**config.mk**
```make
export PLATFORM = sky130hd
export DESIGN_NAME = tc_to_fp_encoder
export DESIGN_NICKNAME = d
export VERILOG_FILES = /design/src/rtl/tc_to_fp_encoder.sv
export SDC_FILE = /design/constraint.sdc
export NUM_CORES = 1
export LEC_CHECK = 0
export CAP_MARGIN = 15
export CELL_PAD_IN_SITES_DETAIL_PLACEMENT = 1
export CELL_PAD_IN_SITES_GLOBAL_PLACEMENT = 2
export CORE_ASPECT_RATIO = 1.25
export CORE_MARGIN = 4
export CORE_UTILIZATION = 37
export CTS_CLUSTER_DIAMETER = 30
export CTS_CLUSTER_SIZE = 24
export DETAILED_ROUTE_END_ITERATION = 6
export PLACE_DENSITY = 0.92
export SLEW_MARGIN = 10
export SYNTH_ARGS = -nofsm -noshare
export SYNTH_HDL_FRONTEND = slang
export SYNTH_SLANG_ARGS = --single-unit
```
**constraint.sdc**
```tcl
create_clock -name clk -period 6.3 [get_ports clk]
set_input_delay 1.26 -clock clk [delete_from_list [all_inputs] [get_ports clk]]
set_output_delay 1.26 -clock clk [all_outputs]
set_load 0.005 [all_outputs]
```
**src/rtl/tc_to_fp_encoder.sv**
```systemverilog
// tc_to_fp_encoder: two's-complement sample to sign/exp/significand code.
// 3-stage valid/ready pipeline: sign-mag, extract, round/saturate.
// Ports: clk, rst_n, in_valid/in_ready/in_data,
//        out_valid/out_ready, out_s, out_e, out_f, out_sat.
module tc_to_fp_encoder #(
  parameter int IN_W  = 12,
  parameter int EXP_W = 3,
  parameter int MAN_W = 4
) (
  input  logic             clk,
  input  logic             rst_n,
  input  logic             in_valid,
  output logic             in_ready,
  input  logic [IN_W-1:0]  in_data,
  output logic             out_valid,
  input  logic             out_ready,
  output logic             out_s,
  output logic [EXP_W-1:0] out_e,
  output logic [MAN_W-1:0] out_f,
  output logic             out_sat
);

  localparam int MW   = IN_W - 1;
  localparam int PW   = $clog2(MW);
  // Wide enough for p-MAN_W+2 and for 2^EXP_W, so no wrap before clamp.
  localparam int EI_W = (EXP_W + 1 > PW + 1) ? EXP_W + 1 : PW + 1;
  localparam int EMAX = (1 << EXP_W) - 1;

  logic adv;
  logic v1, v2, v3;

  assign adv       = out_ready | ~v3;
  assign in_ready  = adv;
  assign out_valid = v3;

  // stage 1: sign-magnitude
  logic          s0, sat0, mneg;
  logic [MW-1:0] m0;

  always_comb begin
    s0   = in_data[IN_W-1];
    mneg = s0 & ~|in_data[MW-1:0];
    m0   = in_data[MW-1:0];
    if (s0) m0 = ~in_data[MW-1:0] + MW'(1);
    // -2^(IN_W-1) has no positive twin: pin to the largest magnitude
    if (mneg) m0 = '1;
    sat0 = mneg;
  end

  logic          s1, sat1;
  logic [MW-1:0] m1;

  // stage 2: MSB search and significand extract
  logic [PW-1:0]    p, sh;
  logic [EI_W-1:0]  e2n;
  logic [MAN_W-1:0] f2n;
  logic             r2n;

  always_comb begin
    p   = '0;
    sh  = '0;
    e2n = '0;
    f2n = m1[MAN_W-1:0];
    r2n = 1'b0;
    for (int i = 0; i < MW; i++)
      if (m1[i]) p = PW'(i);
    if (p >= PW'(MAN_W)) begin
      // sh is the position of the round bit, just below F
      sh  = p - PW'(MAN_W);
      f2n = MAN_W'(m1 >> (sh + PW'(1)));
      r2n = m1[sh];
      e2n = EI_W'(sh) + EI_W'(1);
    end
  end

  logic             s2, sat2, r2;
  logic [EI_W-1:0]  e2;
  logic [MAN_W-1:0] f2;

  // stage 3: round half-up, renormalise, clamp
  logic [MAN_W:0]   fr;
  logic [EI_W-1:0]  e3;
  logic [MAN_W-1:0] f3;
  logic             clamp;

  always_comb begin
    fr = {1'b0, f2} + {{MAN_W{1'b0}}, r2};
    e3 = e2;
    f3 = fr[MAN_W-1:0];
    if (fr[MAN_W]) begin
      e3 = e2 + EI_W'(1);
      f3 = {1'b1, {(MAN_W-1){1'b0}}};
    end
    // e3 >= e2, so this also catches overflow before rounding
    clamp = e3 > EI_W'(EMAX);
  end

  always_ff @(posedge clk or negedge rst_n) begin
    if (!rst_n) begin
      v1      <= 1'b0;
      v2      <= 1'b0;
      v3      <= 1'b0;
      s1      <= 1'b0;
      sat1    <= 1'b0;
      m1      <= '0;
      s2      <= 1'b0;
      sat2    <= 1'b0;
      r2      <= 1'b0;
      e2      <= '0;
      f2      <= '0;
      out_s   <= 1'b0;
      out_e   <= '0;
      out_f   <= '0;
      out_sat <= 1'b0;
    end else if (adv) begin
      v1      <= in_valid;
      s1      <= s0;
      sat1    <= sat0;
      m1      <= m0;
      v2      <= v1;
      s2      <= s1;
      sat2    <= sat1;
      r2      <= r2n;
      e2      <= e2n;
      f2      <= f2n;
      v3      <= v2;
      out_s   <= s2;
      out_e   <= clamp ? '1 : e3[EXP_W-1:0];
      out_f   <= clamp ? '1 : f3;
      out_sat <= sat2 | clamp;
    end
  end

endmodule

```
==> results, run 1 <==
- The synthesized net count is 301.
- The type of destination of the critical path is a primary output.
- The residual overflow from global routing is 0.
- The worst hold path was traced through 2 stages.
- The count of maximum capacitance violations is 0.
- Setup repair after global routing left no endpoint under its margin.
- TritonCTS built the clock tree.
- In this run the power density over the cells is 434 mW/mm².
- The core area is 0.00629 mm².
- The layout overhead on the synthesized area is 16.6%.
- Once the clock tree was built, the setup fixing pass inserted 0 buffers.
- The worst supply voltage drop on vdd is 0.138 mV.
- Detailed placement finished with a half-perimeter wire length of 4.62 mm.
- In the synthesized netlist the dominant register cell turns out to be dfrtp_1.
- The kind of path behind the tightest hold check is reg -> reg.
- The clock net in this run drives a total of 37 sinks.
- The largest family of logic cells by synthesized area is simple AND/OR/NAND/NOR gates.
- The later-pin clock latency in the skew report is 300 ps.
- STA puts the critical path data required time at 5040 ps.
- Adding up every negative setup slack in the final design gives 0 ps.
- The minimum clock period is 3900 ps.
- The cell count of the worst reg-to-reg path is 9.
- The clock slew at the register clock pins of the worst setup and hold paths is 80 ps.
- Clock tree synthesis inserted a total of 5 buffers.
- The library cell used as clock root buffer is clkbuf_8.
- The number of levels the H-tree was split into is 2.
- In the finished design, the share of the clock period the worst path needs comes to 0.618.
- In this run the most critical hold path is launched from v2.
- The count of buffers added on input and output ports is 26.
- Synthesis produced a netlist whose cell count is 278.
- Headroom to the max-slew limit came out at 0.394.
- The number of setup violations in the final report is 0.
- The clock skew after layout is 8.61 ps.
- The number of antenna violations at the first check in global routing is 0.
- After synthesis, the share of cell area in mux cells is 0.0440.
- Once layout is complete, the utilization of the core stands at 0.454.
- In the final routed layout, each cell accounts on average for 16.0 µm.
- The floorplan step set the die width to 80.7 µm.
- The pre-antenna-repair detailed-routing pass consisted of 4 iterations.
- The via count of the routed design is 2094.
- The fmax is 257 MHz.
- The setup path with the least slack is of type in -> out.
- In this run the deepest clock path goes through 2 buffers.
- The footprint of the multi-input gates is 0.00141 mm².
- The number of global-route vias before repair is 2167.
- Data on the critical path arrives at its endpoint at 2640 ps.
- The hold violation count in the final report is 0.
- Counting flops with an async set or reset pin after synthesis yields a share of 1.00.
- Dividing the detail-routed via count by the number of cells gives 5.50.
- The share of synthesized cell area in full adder, half adder and majority cells is 0.0358.
- Entering global routing, the biggest net connects 38 pins.
- Of the total synthesized cell area, the portion taken by AND, OR, NAND and NOR gates is 0.215.
- The total routing resource utilization after global routing is 0.164.
- The floorplan die height is 98.9 µm.
- The number of warning messages in the yosys log is 0.
- The static leakage is 1.19 nW.
- The synthesized netlist occupies a cell area of 0.00245 mm².
- The quantity of hold-fixing buffers added after cts is 0.
- The area used by sequential logic in the layout is 926 µm².
- The share of the synthesized area in compound gates (AO/OA/AOI/OAI) was 0.213.
- The flow ran to the end, and the final reports show no timing, DRC or antenna violations.
- Counting the fill cells in the layout gives 748.
- The floorplan step defined a die boundary enclosing 0.00798 mm².
- The endpoint of the most critical register-to-register path is f2[2].
- The count of instances resized after the clock tree is built is 0.
- Of the cells placed in the final design, the portion with a size suffix greater than 1 is 0.0811.
- In this run, synthesis produced a sequential element count of 37.
- The portion of the post-synthesis area used by sequential elements is 0.379.
- The DRC marker count from the first detailed-route iteration is 66.
- The net count of the finished layout is 318.
- Of all nets on the critical path, the largest fanout is 27.
- The setup slack on the worst flop-to-flop path is 3420 ps.
- After synthesis, the netlist uses 58 different library cells.
- The count of nets left with antenna violations after detail routing is 0.
- The startpoint kind of the worst setup timing path is an input pin.
- At the end of routability-driven placement, the weighted congestion stood at 0.844.
- The repair_antennas step left the layout with diodes totalling 0.
- For this configuration, the core starts out at a cell density of 0.389.
- A synthesized cell averages 8.80 µm².
- For this design the top-level I/O count stands at 27.
- In this run the critical register-to-register path is launched from m1[10].
- The wire length of the first global-routing pass is 10.4 mm.
- Summed over all layers, the routed wires come to 6.11 mm.
- The post-synthesis share of cell area spent on xor and xnor gates is 0.0680.
- The final max-slew violation count is 0.
- The worst-margin pin slew is 905 ps.
- The number of flops mapped to enable cells by yosys is 0.
- The worst hold path terminates at v2.
- The number of standard-cell rows in the floorplan is 32.
- For this run, design rule violations remaining after detail routing come to 0.
==> layer usage <==
| metal | global-route usage | up-vias | wire (µm) | part of all wire |
|---|---|---|---|---|
| li1 | - | 1028 | - | - |
| met1 | 0.183 | 1029 | 2540 | 0.42 |
| met2 | 0.306 | 27 | 3330 | 0.54 |
| met3 | 0.0293 | 10 | 143 | 0.023 |
| met4 | 0.0507 | 0 | 99 | 0.016 |
| met5 | 0 | - | 0 | 0 |
==> cells by family (layout without fill, tap and decap cells) <==
| group | after synthesis | in the layout |
|---|---|---|
| adders and majority gates | 7 | 7 |
| xor gates and xnor gates | 16 | 16 |
| DFF | 37 | 37 |
| muxes | 10 | 10 |
| buffers and inverters | 25 | 43 |
| and+or+nand+nor | 107 | 107 |
| AOI/OAI and AO/OA | 76 | 76 |
==> worst max-delay path: stages <==
cell and delay (ps):
clkdlybuf4s50_1 410, nor2b_2 110, buf_4 290, inv_1 100, clkdlybuf4s50_1 460
==> placed cells by master, fill, tap and decap left out, types with 2 or more instances in the layout <==
cell and instances:
ha_1 7, o2111ai_1 2, mux2i_1 7, inv_1 7, a22oi_1 2, nand3_1 4
o21ai_1 4, nand2_1 33, nand3b_1 2, nand4_1 2, nor2_1 30, nand2b_1 5
nor3b_1 2, dfrtp_1 37, clkbuf_8 5, buf_4 2, o211ai_1 3, o221a_2 3
o31ai_1 6, a21oi_1 20, xnor2_1 3, o22a_1 6, a41oi_1 2, a211o_1 2
o21ai_0 12, nor2b_1 8, xor2_1 11, and3_1 6, nor3_1 7, clkdlybuf4s50_1 25
==> where the power goes <==
part / switching (W) / leakage, nW / internal, W
registers: 0.000109 / 0.434 / 0.000329
logic: 0.000303 / 0.701 / 0.000290
clock network: 0.0000877 / 0.0554 / 0.000119
total: 0.000500 / 1.19 / 0.000737
==> cells in the mapped netlist, types with 4 or more instances <==
cell type	n	area share
xor2_1	11	0.039
clkbuf_1	10	0.015
nor2_1	30	0.046
nand3_1	4	0.0082
mux2i_1	7	0.029
nor2b_1	9	0.023
o22a_1	6	0.021
buf_2	5	0.010
nand2_1	33	0.051
nand2b_1	5	0.013
o21ai_0	12	0.025
ha_1	7	0.036
and3_1	6	0.015
a21oi_1	20	0.041
o21ai_1	4	0.0082
inv_1	7	0.011
o31ai_1	6	0.018
dfrtp_1	37	0.38
nor3_1	7	0.014
==> flip-flops by register name (all words and copies together) (netlist names) <==
name and flops:
sat1 1, out_sat 1, s1 1, r2 1, out_f 4, v1 1, m1 11, s2 1
out_s 1, sat2 1, v2 1, e2 5, out_valid 1, f2 4, out_e 3
==> area by class of cell <==
type	instances	share of cell area
Clock inverter	2	0.0136
Tap cell	85	0.0373
Sequential cell	37	0.325
Multi-Input combinational cell	216	0.495
Inverter	7	0.00921
Timing Repair Buffer	28	0.0948
Clock buffer	6	0.0254
==> how the worst max path moves through the flow <==
stage	from	to	slack (ps)
finish	out_ready	in_ready	2400
CTS	out_ready	in_ready	2380
global placement	out_ready	in_ready	2440
detailed placement	out_ready	in_ready	2390
global route	out_ready	in_ready	2300
floorplan	out_ready	in_ready	2960
==> per-stage QoR <==
step / instance area [µm²] / worst slack, ps / power, W / cells / hold WS (ps)
after detailed placement: 2740 / 2390 / 0.00104 / 373 / 456
after global routing: 2850 / 2300 / 0.00133 / 381 / 503
after CTS: 2850 / 2380 / 0.00125 / 381 / 475
after floorplan: 2450 / 2960 / 0.000832 / 278 / 430
after global placement: 2740 / 2440 / 0.00101 / 373 / 440
final: 2850 / 2400 / 0.00124 / 381 / 468
(Power assumes the default switching activity.)
==> inputs of run 2 (changes only) <==
--- a/config.mk
+++ b/config.mk
@@ -10,11 +10,11 @@
 export CELL_PAD_IN_SITES_GLOBAL_PLACEMENT = 2
 export CORE_ASPECT_RATIO = 1.25
 export CORE_MARGIN = 4
-export CORE_UTILIZATION = 37
+export CORE_UTILIZATION = 35
 export CTS_CLUSTER_DIAMETER = 30
 export CTS_CLUSTER_SIZE = 24
 export DETAILED_ROUTE_END_ITERATION = 6
-export PLACE_DENSITY = 0.92
+export PLACE_DENSITY = 0.88
 export SLEW_MARGIN = 10
 export SYNTH_ARGS = -nofsm -noshare
 export SYNTH_HDL_FRONTEND = slang
==> constraint.sdc (replaced) <==
create_clock -name clk -period 3.8 [get_ports clk]
set_input_delay 0.76 -clock clk [delete_from_list [all_inputs] [get_ports clk]]
set_output_delay 0.76 -clock clk [all_outputs]
set_load 0.005 [all_outputs]
==> results, run 2 (same netlist as run 1, synthesis figures left out) <==
- Detailed placement ended at an HPWL of 4.73 mm.
- The number of flip-flops under the largest register name is 11.
- The routed layout has 2064 vias.
- The H-tree was split into 2 levels.
- The first-pass detailed-route iteration total is 4.
- Setup repair after global routing left no endpoint under its margin.
- The layout overhead on the synthesized area is 16.7%.
- The floorplan die height is 101 µm.
- The clock slew at the register clock pins of the worst setup and hold paths is 80 ps.
- The count of maximum capacitance violations is 0.
- Of the cells placed in the final design, the portion with a size suffix greater than 1 is 0.0811.
- The design draws 0.00205 W.
- The worst-margin pin slew is 912 ps.
- At the end of routability-driven placement, the weighted congestion stood at 0.865.
- The root buffer cell chosen for the clock tree is clkbuf_8.
- The top register by number of flip-flops is m1.
- Entering global routing, the biggest net connects 38 pins.
- Setup violations remaining at the end of the flow were counted as 0.
- TritonCTS built the clock tree.
- The detailed-route DRC error count is 0.
- For this run the aggregate overflow at the end of global routing stands at 0.
- The total routing resource utilization after global routing is 0.169.
- In this run the worst path has a maximum fanout of 18.
- The count of nets left with antenna violations after detail routing is 0.
- 0 antenna diodes ended up in the layout.
- The clock skew after layout is 11.8 ps.
- The critical path data arrival time is 2940 ps.
- The number of clock buffers inserted by TritonCTS is 5.
- IR analysis of the VDD net gives a maximum drop of 0.269 mV.
- The library cells used most frequently in the layout, excluding fill and tap cells, are dfrtp_1 (37), nand2_1 (33), nor2_1 (30).
- Hold repair after CTS inserted 0 buffers.
- The final-layout setup total negative slack is 0 ps.
- The library cell used most frequently in the layout, excluding fill and tap cells, is dfrtp_1.
- The number of global-route vias before repair came to 2184.
- The hold violation count in the final report is 0.
- The core region is 0.00669 mm².
- For this design the ratio of total power to cell area is 718 mW/mm².
- Subtracting the final worst setup slack from the clock period gives 2720 ps.
- Dividing the detail-routed wire length by the instance count gives 16.3 µm.
- Input and output buffers added on the ports amount to 26.
- The worst hold path belongs to the class reg -> reg.
- The die covers 0.00840 mm².
- Dividing the detail-routed via count by the number of cells gives 5.39.
- The largest registers in the layout are m1 (11), e2 (5).
- In this run the core area contains 33 standard-cell rows.
- The total wire length is 6.24 mm.
- The effective utilization at floorplan is 0.366.
- The wire length of the first global-routing pass is 10.8 mm.
- STA classifies the critical path startpoint as a flop.
- The number of buffers between clock root and the deepest sink is 2.
- The flow ran to the end, and the final reports show no timing, DRC or antenna violations.
- The number of antenna violations at the first check in global routing was 0.
- The static leakage is 1.19 nW.
- The final cycle utilization of the critical path is 0.715.
- The worst pin sits at a relative slew slack of 0.389.
- The floorplan step set the die width to 82.8 µm.
- Post-CTS timing repair inserted 0 buffers for setup.
- The tree built by TritonCTS fans out to 37 sinks.
- The number of primary I/O pins is 27.
- The later-pin clock latency in the skew report is 300 ps.
- In the final design database the tool counted 318 nets.
- The worst setup path is captured at a flop.
- For this block, the initial DRC count from the detailed router was 94.
- For the worst setup path, the data required time is 4020 ps.
- The count of instances resized after the clock tree is built is 0.
- Derived from the worst setup path, the maximum achievable clock frequency is 368 MHz.
- The critical path is of the reg -> reg type.
- The final max-slew violation count is 0.
-- run 2: cell counts in the layout (fill, tap and decap cells not counted) --
Identical to the previous run, type by type.
-- run 2: power breakdown --
group	switching, W	internal, W	leakage (nW)
logic	0.000493	0.000478	0.701
clock network	0.000153	0.000197	0.0554
registers	0.000182	0.000545	0.434
total	0.000827	0.00122	1.19
-- run 2: layout make-up --
cell class / count / area, µm²
Fill cell: 809 / 3830
Multi-Input combinational cell: 216 / 1410
Sequential cell: 37 / 926
Timing Repair Buffer: 28 / 270
Tap cell: 87 / 109
Clock buffer: 6 / 72.6
Clock inverter: 2 / 38.8
Inverter: 7 / 26.3
-- run 2: worst paths after layout --
kind,start,to,slack [ps],depth (start not counted)
worst max-delay path,m1[10],f2[0],1080,8
worst min-delay path,v2,v2,470,2
worst max register to register,m1[10],f2[0],1080,8
worst min register to register,v2,v2,470,2
max in group asynchronous,rst_n,m1[8],2720,1
min in group asynchronous,rst_n,out_f[3],550,1
-- run 2: layer usage --
metal,part of all wire,vias up,track usage
li1,-,1026,-
met1,0.42,992,0.198
met2,0.53,38,0.304
met3,0.034,8,0.0329
met4,0.016,0,0.0503
met5,0,-,0
-- run 2: critical path, cell delays in order, from the launching register on --
cell      delay [ps]
dfrtp_1          580
nor3_1           330
o211ai_1         280
nand2_1          220
ha_1             480
xnor2_4          210
o21ai_0          150
o221a_2          290
o21ai_1          120
-- run 2: stage by stage --
step	utilization	cell area, µm²	hold WS (ps)	setup WS, ps	cells
floorplan	-	2450	430	1330	278
global placement	0.410	2740	442	981	375
detailed placement	0.410	2740	455	920	375
CTS	0.427	2850	476	1090	383
global route	0.427	2850	501	812	383
finish	0.427	2850	467	1080	383
==> inputs of run 3 (changes only) <==
==> constraint.sdc (replaced) <==
create_clock -name clk -period 2.73 [get_ports clk]
set_input_delay 0.546 -clock clk [delete_from_list [all_inputs] [get_ports clk]]
set_output_delay 0.546 -clock clk [all_outputs]
set_load 0.005 [all_outputs]
==> results, run 3 (same netlist as run 1, synthesis figures left out) <==
- The flow ran to the end, and the final reports show no timing, DRC or antenna violations.
- The count of nets left with antenna violations after detail routing is 0.
- The kind of critical path is reg -> reg.
- In this run the critical register-to-register path is captured at f2[1].
- In this run the standard cell core region covers 0.00669 mm².
- In the routed layout, each cell is associated on average with a via count of 5.41.
- For the worst flop-to-flop path, the logic depth is 9.
- Once detailed placement completed, the half-perimeter wirelength came to 4.95 mm.
- The number of sinks handled by clock tree synthesis is 37.
- The overall power of the completed layout is 0.00282 W.
- The via count of the routed design is 2155.
- In the layout the commonest cells are dfrtp_1 (36), nand2_1 (33), nor2_1 (30).
- Setup violations remaining at the end of the flow were counted as 0.
- The slowest stage of the critical path is the dfrtp_2 cell.
- The critical path goes through or2_1 > a211o_1 > a21o_1 > ha_2 > buf_4 > xnor2_4 > o21ai_0 > o221a_2 > o21ai_1.
- Entering global routing, the biggest net connects 38 pins.
- The fraction of layout instances using a drive strength above 1 is 0.132.
- The startpoint of the worst register-to-register path is m1[2].
- In the finished design, the share of the clock period the worst path needs comes to 0.937.
- The share of total power dissipated in sequential elements is 0.343.
- Hold repair after CTS inserted 0 buffers.
- The library cell used most frequently in the layout, excluding fill and tap cells, is dfrtp_1.
- The footprint of the multi-input gates is 0.00141 mm².
- The number of global-route vias before repair was 2275.
- The later-pin clock latency in the skew report is 290 ps.
- The fmax is 391 MHz.
- The minimum clock period is 2560 ps.
- From synthesis to final layout, the design area changed by 20.3%.
- Dividing total power by cell area gives a power density of 960 mW/mm².
- The number of flip-flops under the largest register name is 11.
- Along the worst path, the maximum fanout reaches 10.
- Of the total power, the share spent switching nets is 0.406.
- The clock tree synthesis step divided the H-tree into 2 levels.
- The post-detailed-route wirelength per cell is 16.0 µm.
- Fill cells in the final layout number 804.
- The detailed-route DRC error count is 0.
- In this run, the number of DRC markers left after iteration 0 of detailed routing was 69.
- The number of buffers between clock root and the deepest sink is 2.
- The final antenna diode count is 0.
- Data on the critical path arrives at its endpoint at 2770 ps.
- The worst supply voltage drop on vdd is 0.360 mV.
- The wire length of the first global-routing pass is 10.7 mm.
- The critical path buffer and inverter count is 1.
- The count of maximum capacitance violations is 0.
- The required arrival time at the worst endpoint is 2940 ps.
- The clock arrives with 4.28 ps of skew.
- The floorplan step defined a die boundary enclosing 0.00840 mm².
- Setup slack on the worst reg-to-reg path comes out at 170 ps.
- The number of antenna violations at the first check in global routing is 0.
- The final max-slew violation count came to 0.
- The analysis attributes to net switching a power of 0.00115 W.
- The final-layout setup total negative slack is 0 ps.
- The kind of path behind the tightest hold check is in -> async.
- The longest individual stage delay on the worst path is 470 ps.
- In the final layout, the registers with the most flip-flops are m1 (11), e2 (5).
- The cell family with the largest share of critical-path delay is compound AO/OA/AOI/OAI gates.
- Post-CTS timing repair inserted 0 buffers for setup.
- Cell internal power was estimated by the tool at 0.00168 W.
- Buffers inserted during clock tree synthesis total 5.
- The post-layout instance area is 0.00294 mm².
- The worst-margin pin slew is 919 ps.
- The hold violation count in the final report came to 0.
- The share of total power dissipated in the clock network is 0.129.
- The total wire length is 6.38 mm.
- Setup repair after global routing left no endpoint under its margin.
- The floorplan die height is 101 µm.
- In this run the number of cells on the critical path is 9.
- STA classifies the critical path startpoint as a flop.
- The number of buffers added on ports is 26.
- For this configuration, the core starts out at a cell density of 0.366.
- The floorplan has 33 rows.
- The number of nets at the end of the flow is 333.
- The share of total power dissipated in combinational logic is 0.528.
- The total overflow left after global routing is 0.
- More flip-flops sit in one register than any other, and that register is m1.
- Clock tree synthesis selected as its root buffer the cell clkbuf_8.
- The final weighted congestion in routability-driven placement is 0.835.
- After clock tree synthesis, the clock-pin slew on the worst setup and hold paths is 70 ps.
- The type of destination of the critical path is a flop.
- Registers take 927 µm².
- For this run, the detailed router's first-pass iteration total came to 4.
- The horizontal die dimension is 82.8 µm.
- TritonCTS built the clock tree.
- In this run the tightest slew margin relative to its limit is 0.385.
- Across every metal layer, demand over resource in global routing totals 0.166.
- The cell area reported after detailed placement is 0.00286 mm².
- Post-CTS repair changed the size of 0 cells.
- In this run the static leakage power is 1.25 nW.
- The number of primary I/O pins is 27.
==> run 3: layout make-up <==
cell class,count,area share
Sequential cell,37,0.315
Multi-Input combinational cell,216,0.481
Tap cell,87,0.0370
Clock buffer,6,0.0247
Clock inverter,2,0.00340
Inverter,7,0.00893
Timing Repair Buffer,43,0.130
==> run 3: power groups by stage <==
stage / registers, W / clock network (W) / logic, W
floorplan: 0.000903 / 0 / 0.00102
global placement: 0.000968 / 0 / 0.00146
detailed placement: 0.000982 / 0 / 0.00150
CTS: 0.000971 / 0.000377 / 0.00151
global route: 0.00100 / 0.000405 / 0.00166
finish: 0.000968 / 0.000364 / 0.00149
==> run 3: stage by stage <==
stage | setup WS (ps) | hold WS [ps] | instances | util
finish | 172 | 349 | 398 | 0.440
global route | 21.9 | 407 | 398 | 0.440
floorplan | 260 | 250 | 278 | -
CTS | 38.7 | 370 | 398 | 0.439
global placement | 114 | 440 | 390 | 0.427
detailed placement | 58.4 | 447 | 390 | 0.427
==> run 3: how the worst max path moves through the flow <==
stage / endpoint / start
3_5_place_dp: f2[1] / m1[2]
3_3_place_gp: f2[1] / m1[2]
4_1_cts: f2[1] / m1[2]
5_1_grt: f2[1] / m1[2]
6_report: f2[1] / m1[2]
2_1_floorplan: f2[0] / m1[3]
==> run 3: layer usage <==
| layer | global-route usage | share of wire |
|---|---|---|
| met1 | 0.184 | 0.41 |
| met2 | 0.309 | 0.53 |
| met3 | 0.0302 | 0.034 |
| met4 | 0.0566 | 0.023 |
| met5 | 0 | 0 |
